[config.mk]
export PLATFORM = sky130hd
export DESIGN_NAME = halflife_timer_p
export DESIGN_NICKNAME = d
export VERILOG_FILES = /design/src/rtl/halflife_pkg.sv /design/src/rtl/halflife_tick_gen.sv /design/src/rtl/halflife_timer_p.sv
export SDC_FILE = /design/constraint.sdc
export NUM_CORES = 1
export LEC_CHECK = 0
export BUFFER_PORTS_ARGS = -buffer_cell sky130_fd_sc_hd__buf_2
export CORE_UTILIZATION = 58
export CTS_CLUSTER_SIZE = 28
export DETAILED_ROUTE_END_ITERATION = 16
export PLACE_DENSITY_LB_ADDON = 0.1
export SLEW_MARGIN = 0
export SYNTH_ARGS = -nofsm -noshare
export SYNTH_HDL_FRONTEND = slang
export SYNTH_HIERARCHICAL = 1
export SYNTH_SLANG_ARGS = --single-unit
export TNS_END_PERCENT = 5
[constraint.sdc]
create_clock -name clk -period 3.58 [get_ports clk]
set_clock_uncertainty 0.05 [all_clocks]
set_input_delay 0 -clock clk [delete_from_list [all_inputs] [get_ports clk]]
set_output_delay 0 -clock clk [all_outputs]
set_load 0.01 [all_outputs]
[src/rtl/halflife_pkg.sv]
// Shared types for the half-life timer.
// Mode encodings, FSM states and a mode helper.
package halflife_pkg;

   typedef enum logic [1:0] {
      MODE_DECAY = 2'b00,
      MODE_GROW  = 2'b01,
      MODE_HOLD  = 2'b10,
      MODE_ROUND = 2'b11
   } mode_e;

   typedef enum logic [1:0] {
      ST_IDLE   = 2'b00,
      ST_RUN    = 2'b01,
      ST_PAUSED = 2'b10,
      ST_DONE   = 2'b11
   } state_e;

   // Modes whose terminal quantity is zero.
   function automatic logic shrinks(mode_e m);
      return (m == MODE_DECAY) || (m == MODE_ROUND);
   endfunction

endpackage

[src/rtl/halflife_tick_gen.sv]
// Prescaler for the half-life timer.
// Emits a tick every presc+1 enabled clocks.
module halflife_tick_gen #(
   parameter int PRESC_W = 8
) (
   input  logic               clk,
   input  logic               rst,
   input  logic               en,
   input  logic               clr,
   input  logic [PRESC_W-1:0] presc,
   output logic               tick
);

   logic [PRESC_W-1:0] r_cnt;
   logic               w_hit;

   assign w_hit = (r_cnt == presc);
   assign tick  = en & w_hit;

   // Count enabled clocks, wrapping at presc; clr restarts.
   always_ff @(posedge clk or posedge rst) begin
      if (rst) begin
         r_cnt <= '0;
      end else if (clr) begin
         r_cnt <= '0;
      end else if (en) begin
         r_cnt <= w_hit ? '0 : r_cnt + PRESC_W'(1);
      end
   end

endmodule

[src/rtl/halflife_timer_p.sv]
// Half-life timer: decays, grows or holds a quantity
// at every half-life boundary of a prescaled tick.
module halflife_timer_p
   import halflife_pkg::*;
#(
   parameter int WIDTH    = 8,
   parameter int PERIOD_W = 8,
   parameter int PRESC_W  = 8,
   parameter int CNT_W    = 4
) (
   input  logic                clk,
   input  logic                rst,
   input  logic                load,
   input  logic                run,
   input  logic [1:0]          mode_in,
   input  logic [WIDTH-1:0]    qty_in,
   input  logic [PERIOD_W-1:0] period_in,
   input  logic [PRESC_W-1:0]  presc_in,
   output logic [WIDTH-1:0]    qty_out,
   output logic [CNT_W-1:0]    count_out,
   output logic                event_out,
   output logic                done,
   output logic                busy
);

   localparam logic [WIDTH-1:0] QMAX = '1;
   localparam logic [CNT_W-1:0] CMAX = '1;

   state_e              r_state;
   state_e              w_state_nxt;
   mode_e               r_mode;
   logic [PERIOD_W-1:0] r_period;
   logic [PRESC_W-1:0]  r_presc;
   logic [PERIOD_W-1:0] r_pcnt;
   logic [WIDTH-1:0]    r_qty;
   logic [CNT_W-1:0]    r_cnt;
   logic                r_event;
   logic                r_done;
   logic                r_busy;

   logic                w_go;
   logic                w_tick;
   logic                w_bound;
   logic [WIDTH-1:0]    w_qty_nxt;
   logic                w_term_nxt;
   logic                w_load_term;
   logic [PERIOD_W-1:0] w_per_in;
   mode_e               w_mode_in;

   assign w_mode_in = mode_e'(mode_in);
   assign w_per_in  = (period_in == '0) ? PERIOD_W'(1)
                                        : period_in;

   // Counting happens on the start/resume edge too,
   // so a resume lands at the remaining tick distance.
   assign w_go = run & ~load & (r_state != ST_DONE);

   halflife_tick_gen #(
      .PRESC_W (PRESC_W)
   ) u_tick (
      .clk   (clk),
      .rst   (rst),
      .en    (w_go),
      .clr   (load),
      .presc (r_presc),
      .tick  (w_tick)
   );

   assign w_bound = w_tick &&
                    (r_pcnt == r_period - PERIOD_W'(1));

   // Quantity after the next boundary for the stored mode.
   always_comb begin
      w_qty_nxt = r_qty;
      unique case (r_mode)
         MODE_DECAY: w_qty_nxt = r_qty >> 1;
         MODE_GROW:  w_qty_nxt = r_qty[WIDTH-1] ? QMAX
                                               : r_qty << 1;
         MODE_HOLD:  w_qty_nxt = r_qty;
         MODE_ROUND: w_qty_nxt = (r_qty > WIDTH'(1))
                        ? (r_qty >> 1) + WIDTH'(r_qty[0])
                        : '0;
         default:    w_qty_nxt = r_qty;
      endcase
   end

   // Terminal detection for a boundary and for a load.
   always_comb begin
      w_term_nxt  = 1'b0;
      w_load_term = 1'b0;
      if (shrinks(r_mode)) begin
         w_term_nxt = (w_qty_nxt == '0);
      end else if (r_mode == MODE_GROW) begin
         w_term_nxt = (w_qty_nxt == QMAX);
      end
      if (shrinks(w_mode_in)) begin
         w_load_term = (qty_in == '0);
      end else if (w_mode_in == MODE_GROW) begin
         w_load_term = (qty_in == QMAX);
      end
   end

   // Next state; load wins over everything.
   always_comb begin
      w_state_nxt = r_state;
      if (load) begin
         w_state_nxt = w_load_term ? ST_DONE : ST_IDLE;
      end else begin
         unique case (r_state)
            ST_DONE: w_state_nxt = ST_DONE;
            ST_RUN: begin
               if (!run)
                  w_state_nxt = ST_PAUSED;
               else if (w_bound && w_term_nxt)
                  w_state_nxt = ST_DONE;
            end
            default: begin
               if (run)
                  w_state_nxt = (w_bound && w_term_nxt)
                                ? ST_DONE : ST_RUN;
            end
         endcase
      end
   end

   // State register and registered status flags.
   always_ff @(posedge clk or posedge rst) begin
      if (rst) begin
         r_state <= ST_IDLE;
         r_busy  <= 1'b0;
         r_done  <= 1'b0;
         r_event <= 1'b0;
      end else begin
         r_state <= w_state_nxt;
         r_busy  <= (w_state_nxt == ST_RUN);
         r_done  <= (w_state_nxt == ST_DONE);
         r_event <= w_bound;
      end
   end

   // Configuration captured on load.
   always_ff @(posedge clk or posedge rst) begin
      if (rst) begin
         r_mode   <= MODE_DECAY;
         r_period <= PERIOD_W'(1);
         r_presc  <= '0;
      end else if (load) begin
         r_mode   <= w_mode_in;
         r_period <= w_per_in;
         r_presc  <= presc_in;
      end
   end

   // Period counter, quantity and half-life count.
   always_ff @(posedge clk or posedge rst) begin
      if (rst) begin
         r_pcnt <= '0;
         r_qty  <= '0;
         r_cnt  <= '0;
      end else if (load) begin
         r_pcnt <= '0;
         r_qty  <= qty_in;
         r_cnt  <= '0;
      end else if (w_tick) begin
         if (w_bound) begin
            r_pcnt <= '0;
            r_qty  <= w_qty_nxt;
            if (r_cnt != CMAX)
               r_cnt <= r_cnt + CNT_W'(1);
         end else begin
            r_pcnt <= r_pcnt + PERIOD_W'(1);
         end
      end
   end

   assign qty_out   = r_qty;
   assign count_out = r_cnt;
   assign event_out = r_event;
   assign done      = r_done;
   assign busy      = r_busy;

endmodule

# Word level (Yosys, flattened, before mapping)
# Index checks and enable logic that the tools add are counted.
# op_classes
addsub,5
order_cmp,1
eq_ne,15
muxes,28
n_bitwise,4
n_reduce_logical,15
# op_table
operator,count
$mux 8,12
$pmux 8 s4,1
$logic_not 8->1,3
$add 8x1->8 const B,2
$eq 8x8->1,2
$eq 8x8->1 const B,2
$mux 4,4
$mux 2,6
$eq 2x2->1 const B,5
$add 7x1->8,1
$eq 2x1->1 const B,4
$gt 8x1->1 const B,1
$reduce_bool 2->1,4
$sub 8x1->8 const B,1
$add 4x1->4 const B,1
$logic_not 2->1,2
$mux 1,4
$ne 4x4->1 const B,1
$pmux 2 s2,1
$and 1x1->1,3
$reduce_and 3->1,1
$logic_and 1x1->1,2
$logic_or 1x1->1,2
$ne 2x2->1 const B,1
2 further kinds,2
# totals
ff_bits,51
inputBits,30
out_inout_bits,15

# Depth between registers and ports, before layout
# logic_depth
ltp_word,12
ltp_mapped,12

# Cells and area by module
# Netlist, hierarchy kept.
# modules_own_cells
mod,n_inst,cells_per_inst,area_per_inst_um2,seq_area_each_um2
halflife_timer_p,1,301,2857.7,1077.3
halflife_tick_gen,1,54,531.8,200.2

# Least setup slack after synthesis
# Ideal clock, no wire load.
# synth_path
path_kind,register to register
start,register r_qty[0] (netlist: qty_out[0])
end,register r_done (netlist: done)
setup_time_ns,0.082
arrival_time_ns,2.467
path_slack_ns,0.981
stages_incl_launch_ff,10
path_buffers,0
cell_sequence,dfrtp_1 ha_1 ha_1 and2_1 a311oi_1 o22a_2 nand4_1 or4b_4 a211o_1 a22oi_2
# synth_between
elab_chain_len,12
word_cells_on_any_way,17
classes_between,1 x add/sub; 1 x order compare; 2 x eq/ne; 11 x mux; 2 x reduce/logical
# synth_lines
element,line,text
"start, declared",halflife_timer_p.sv:35,logic [WIDTH-1:0] r_qty;
"start signal, assigned",halflife_timer_p.sv:162,r_qty <= qty_in;
"start signal, assigned",halflife_timer_p.sv:167,r_qty <= w_qty_nxt;
$add 7x1->8 / $gt 8x1->1 (equally long branches),"halflife_timer_p.sv:81, halflife_timer_p.sv:80",
$mux 8,halflife_timer_p.sv:81,? (r_qty >> 1) + WIDTH'(r_qty[0])
$pmux 8 s4 (*),halflife_timer_p.sv:75,unique case (r_mode)
$eq 8x8->1,halflife_timer_p.sv:94,w_term_nxt = (w_qty_nxt == QMAX);
$mux 1,halflife_timer_p.sv:93,end else if (r_mode == MODE_GROW) begin
$mux 1 (*),halflife_timer_p.sv:91,if (shrinks(r_mode)) begin
$logic_and 1x1->1 (*),"halflife_timer_p.sv:114, halflife_timer_p.sv:119",
$mux 2 (on tied branches),"halflife_timer_p.sv:114, halflife_timer_p.sv:120",
$mux 2 (on tied branches),"halflife_timer_p.sv:112, halflife_timer_p.sv:118",
$pmux 2 s2 (*),halflife_timer_p.sv:109,unique case (r_state)
$mux 2 (*),halflife_timer_p.sv:106,if (load) begin
$eq 2x2->1 (*),halflife_timer_p.sv:136,r_done <= (w_state_nxt == ST_DONE);
"end signal, assigned",halflife_timer_p.sv:136,
"end, declared",halflife_timer_p.sv:38,logic r_done;
# Mark *: on every way between the ends. The rest lies on a longest branch, timed or not.
# A chain may end at the register's enable or synchronous reset.

# Worst setup path after layout
# Ends and elaborated chain as after synthesis.

==> impl_metrics.env <==
export IMPL_hp_class="in -> async"
export IMPL_fillers=447
export IMPL_relSlewSlack_pct=54.8
export IMPL_clkTransAtPathRegs_ns=0.09
export IMPL_finalSetupViolCount=0
export IMPL_synth_compound_area_share_pct=16.0
export IMPL_regArea_um2=1280
export IMPL_rows=27
export IMPL_tritoncts="done"
export IMPL_vias=2832
export IMPL_vdd_drop_max_mv=0.261
export IMPL_mostFrequentLayoutCell="dfrtp_1"
export IMPL_ys_seq_area_share_pct=37.7
export IMPL_die_h_um=78.4
export IMPL_clockBufferDepth=2
export IMPL_cts_root_buffer_cell="clkbuf_8"
export IMPL_nNetsFinal=461
export IMPL_status="finished, final reports clean"
export IMPL_dp_hpwl_um=4880
export IMPL_synthAdderAreaFrac_pct=4.80
export IMPL_rrSetupSlack_ns=0.72
export IMPL_maxCapViolations=0
export IMPL_multi_input_area_um2=1910
export IMPL_fin_area_um2=3990
export IMPL_dieArea_um2=6150
export IMPL_detail_route_antenna_nets=0
export IMPL_diodes=0
export IMPL_ys_seq_elements=51
export IMPL_slowest_stage="or4b_4"
export IMPL_io_pins=45
export IMPL_core_area_um2=5570
export IMPL_drv_slew=0
export IMPL_whs_ns=0.159
export IMPL_grt_pass1_wl_um=12700
export IMPL_crit_required_ns=3.76
export IMPL_period_share_pct=79.8
export IMPL_clk_latency_ns=0.31
export IMPL_r2r_start="qty_out[0]$_DFFE_PP0P_"
export IMPL_cp_end_kind="flip-flop"
export IMPL_via_per_inst=5.77
export IMPL_critPathCapture="done$_DFF_PP0_"
export IMPL_crit_type="reg -> reg"
export IMPL_synthSimpleGateAreaFrac_pct=20.8
export IMPL_first_pass_iters=4
export IMPL_area_delta_synth_final_pct=17.6
export IMPL_drtIter0Drc=144
export IMPL_cts_max_level=2
export IMPL_syn_area_per_cell_um2=9.55
export IMPL_stdcell_count=491
export IMPL_wire_per_inst_um=15.6
export IMPL_leakage_nw=1.84
export IMPL_powerDensity_nw_per_um2=337
export IMPL_worstSetupStartpoint="qty_out[0]$_DFFE_PP0P_"
export IMPL_slowest_delay_ns=0.51
export IMPL_cts_resized=0
export IMPL_place_congestion=0.854
export IMPL_arrival_ns=3.03
export IMPL_ys_types=69
export IMPL_synth_async_reset_ratio_pct=100
export IMPL_synth_xor_area_share_pct=7.20
export IMPL_clock_fmax_ghz=0.350
export IMPL_portBuffers=44
export IMPL_critPathMaxFanout=7
export IMPL_r2r_end="done$_DFF_PP0_"
export IMPL_setup_tns_ns=0
export IMPL_synth_area_um2=3390
export IMPL_syn_num_nets=398
export IMPL_cts_setup_buffers=0
export IMPL_ys_flop_type="dfrtp_1"
export IMPL_drive_gt1_share_pct=21.2
export IMPL_yosys_warnings=6
export IMPL_wl_um=7640
export IMPL_crit_top_cell="ha_1"
export IMPL_cts_buffers_inserted=5
export IMPL_grt_max_degree=70
export IMPL_synth_edf_count=0
export IMPL_rsz0062_at_grt="false"
export IMPL_synth_top_family_by_area="simple AND/OR/NAND/NOR gates"
export IMPL_netlist_instances=355
export IMPL_final_cell_mix="dfrtp_1 (50), buf_2 (44), nand2_1 (31)"
export IMPL_worst_slew_pin_transition_ns=0.678
export IMPL_r2r_cells=9
export IMPL_grt_antenna_before_repair=0
export IMPL_post_dp_cell_area_um2=3590
export IMPL_grt_use_total_pct=26.5
export IMPL_cts_hold_buf=29
export IMPL_route_detailed_drc=0
export IMPL_initial_utilization_pct=60.8
export IMPL_grt_overflow_total=0
export IMPL_min_period_ns=2.86
export IMPL_muxShareOfSynthArea_pct=7.64
export IMPL_first_global_vias=2704
export IMPL_timing_hold_violations_final=0
export IMPL_die_width_um=78.4
export IMPL_cts_num_sinks=51
export IMPL_place_inst=454
export IMPL_path_cells="ha_1, ha_1, and2_1, a311oi_1, o22a_2, nand4_1, or4b_4, a211o_1, a22oi_2"
export IMPL_startpoint_type="flip-flop"
-- worst max-delay path: cells and delay by family, from the launching register on --
family                   cells  cell delay (ns)
AO/OA/AOI/OAI                4             1.00
AND/OR/NAND/NOR              3             0.81
adder cells (fa/ha/maj)      2             0.46
flip-flops                   1             0.45
-- per-layer routing --
metal  part of all wire [%]  global-route usage (%)  vias to the layer above
met3                    3.0                    3.37                       12
met1                     44                    34.4                     1345
met2                     51                    45.9                       67
met5                      0                       0                        -
met4                    1.9                    7.96                        0
li1                       -                       -                     1408
-- how the worst min path moves through the flow --
stage,endpoint,cells past startpoint,slack [ns],start
after floorplan,u_tick/r_cnt[0]$_DFFE_PP0P_,1,-0.23,rst
after global placement,u_tick/r_cnt[4]$_DFFE_PP0P_,2,-0.08,rst
after detailed placement,u_tick/r_cnt[5]$_DFFE_PP0P_,2,-0.07,rst
after CTS,u_tick/r_cnt[7]$_DFFE_PP0P_,3,0.13,rst
after global routing,u_tick/r_cnt[7]$_DFFE_PP0P_,3,0.20,rst
final,u_tick/r_cnt[7]$_DFFE_PP0P_,3,0.16,rst
-- area by class of cell --
| type | count | area share [%] |
|---|---|---|
| multi-input cells | 267 | 47.9 |
| flip-flops and latches | 51 | 32.0 |
| repair buffers | 76 | 13.4 |
| well taps | 72 | 2.26 |
| clock buffers | 6 | 1.82 |
| inverters | 17 | 1.60 |
| clock inverters | 2 | 0.973 |
-- Yosys cell counts (2+ instances only) --
cell,number,area share (%)
a31oi_1,6,1.1
a41o_1,2,0.59
o22a_2,2,0.59
clkbuf_1,8,0.89
nor2b_1,3,0.55
nor2_1,19,2.1
xor2_1,12,3.1
nor4_1,5,0.92
nand2b_1,10,1.8
and3_1,6,1.1
nand3_1,9,1.3
xnor2_1,14,3.6
buf_6,5,1.7
nand4b_1,2,0.52
nand4_2,2,0.74
o21ai_0,25,3.7
o21ai_1,4,0.59
a21boi_0,2,0.44
ha_1,13,4.8
inv_1,16,1.8
o31ai_1,2,0.44
nor4b_1,2,0.52
nor3_1,12,1.8
mux2_2,15,5.0
nand3b_1,3,0.66
nand2_1,31,3.4
o21a_1,2,0.44
mux2i_1,9,2.7
and2_1,2,0.37
nand4_1,7,1.3
buf_4,4,0.89
a21oi_1,15,2.2
dfrtp_1,50,37
-- state kept, by name (all words and copies together), names as in the netlist, 2 cells and up --
| signal | count |
|---|---|
| count_out | 4 |
| r_period | 8 |
| r_presc | 8 |
| r_pcnt | 8 |
| qty_out | 8 |
| r_mode | 2 |
| r_state | 2 |
| u_tick/r_cnt | 8 |
-- kinds of logic (layout without fill, tap and decap cells) --
family                     after synthesis  count (layout)
and+or+nand+nor                        123             123
AOI/OAI and AO/OA                       80              80
DFF                                     51              51
buffers and inverters                   37             101
xor gates and xnor gates                27              27
muxes                                   24              24
adders and majority gates               13              13
-- power by group --
group / switching (mW) / internal (mW) / leakage (nW) / total, mW
logic: 0.147 / 0.133 / 1.13 / 0.280
clock network: 0.201 / 0.212 / 0.0558 / 0.412
registers: 0.0445 / 0.608 / 0.652 / 0.653
-- per-stage QoR --
| step | util (%) | total power, mW | setup slack, ns |
|---|---|---|---|
| after global placement | 64.3 | 0.910 | 0.882 |
| after global routing | 71.5 | 1.41 | 0.594 |
| after CTS | 71.5 | 1.35 | 0.760 |
| after detailed placement | 64.3 | 0.915 | 0.793 |
| after floorplan | - | 0.852 | 0.981 |
| final | 71.5 | 1.35 | 0.724 |
Power figures use the tool's default switching activity.
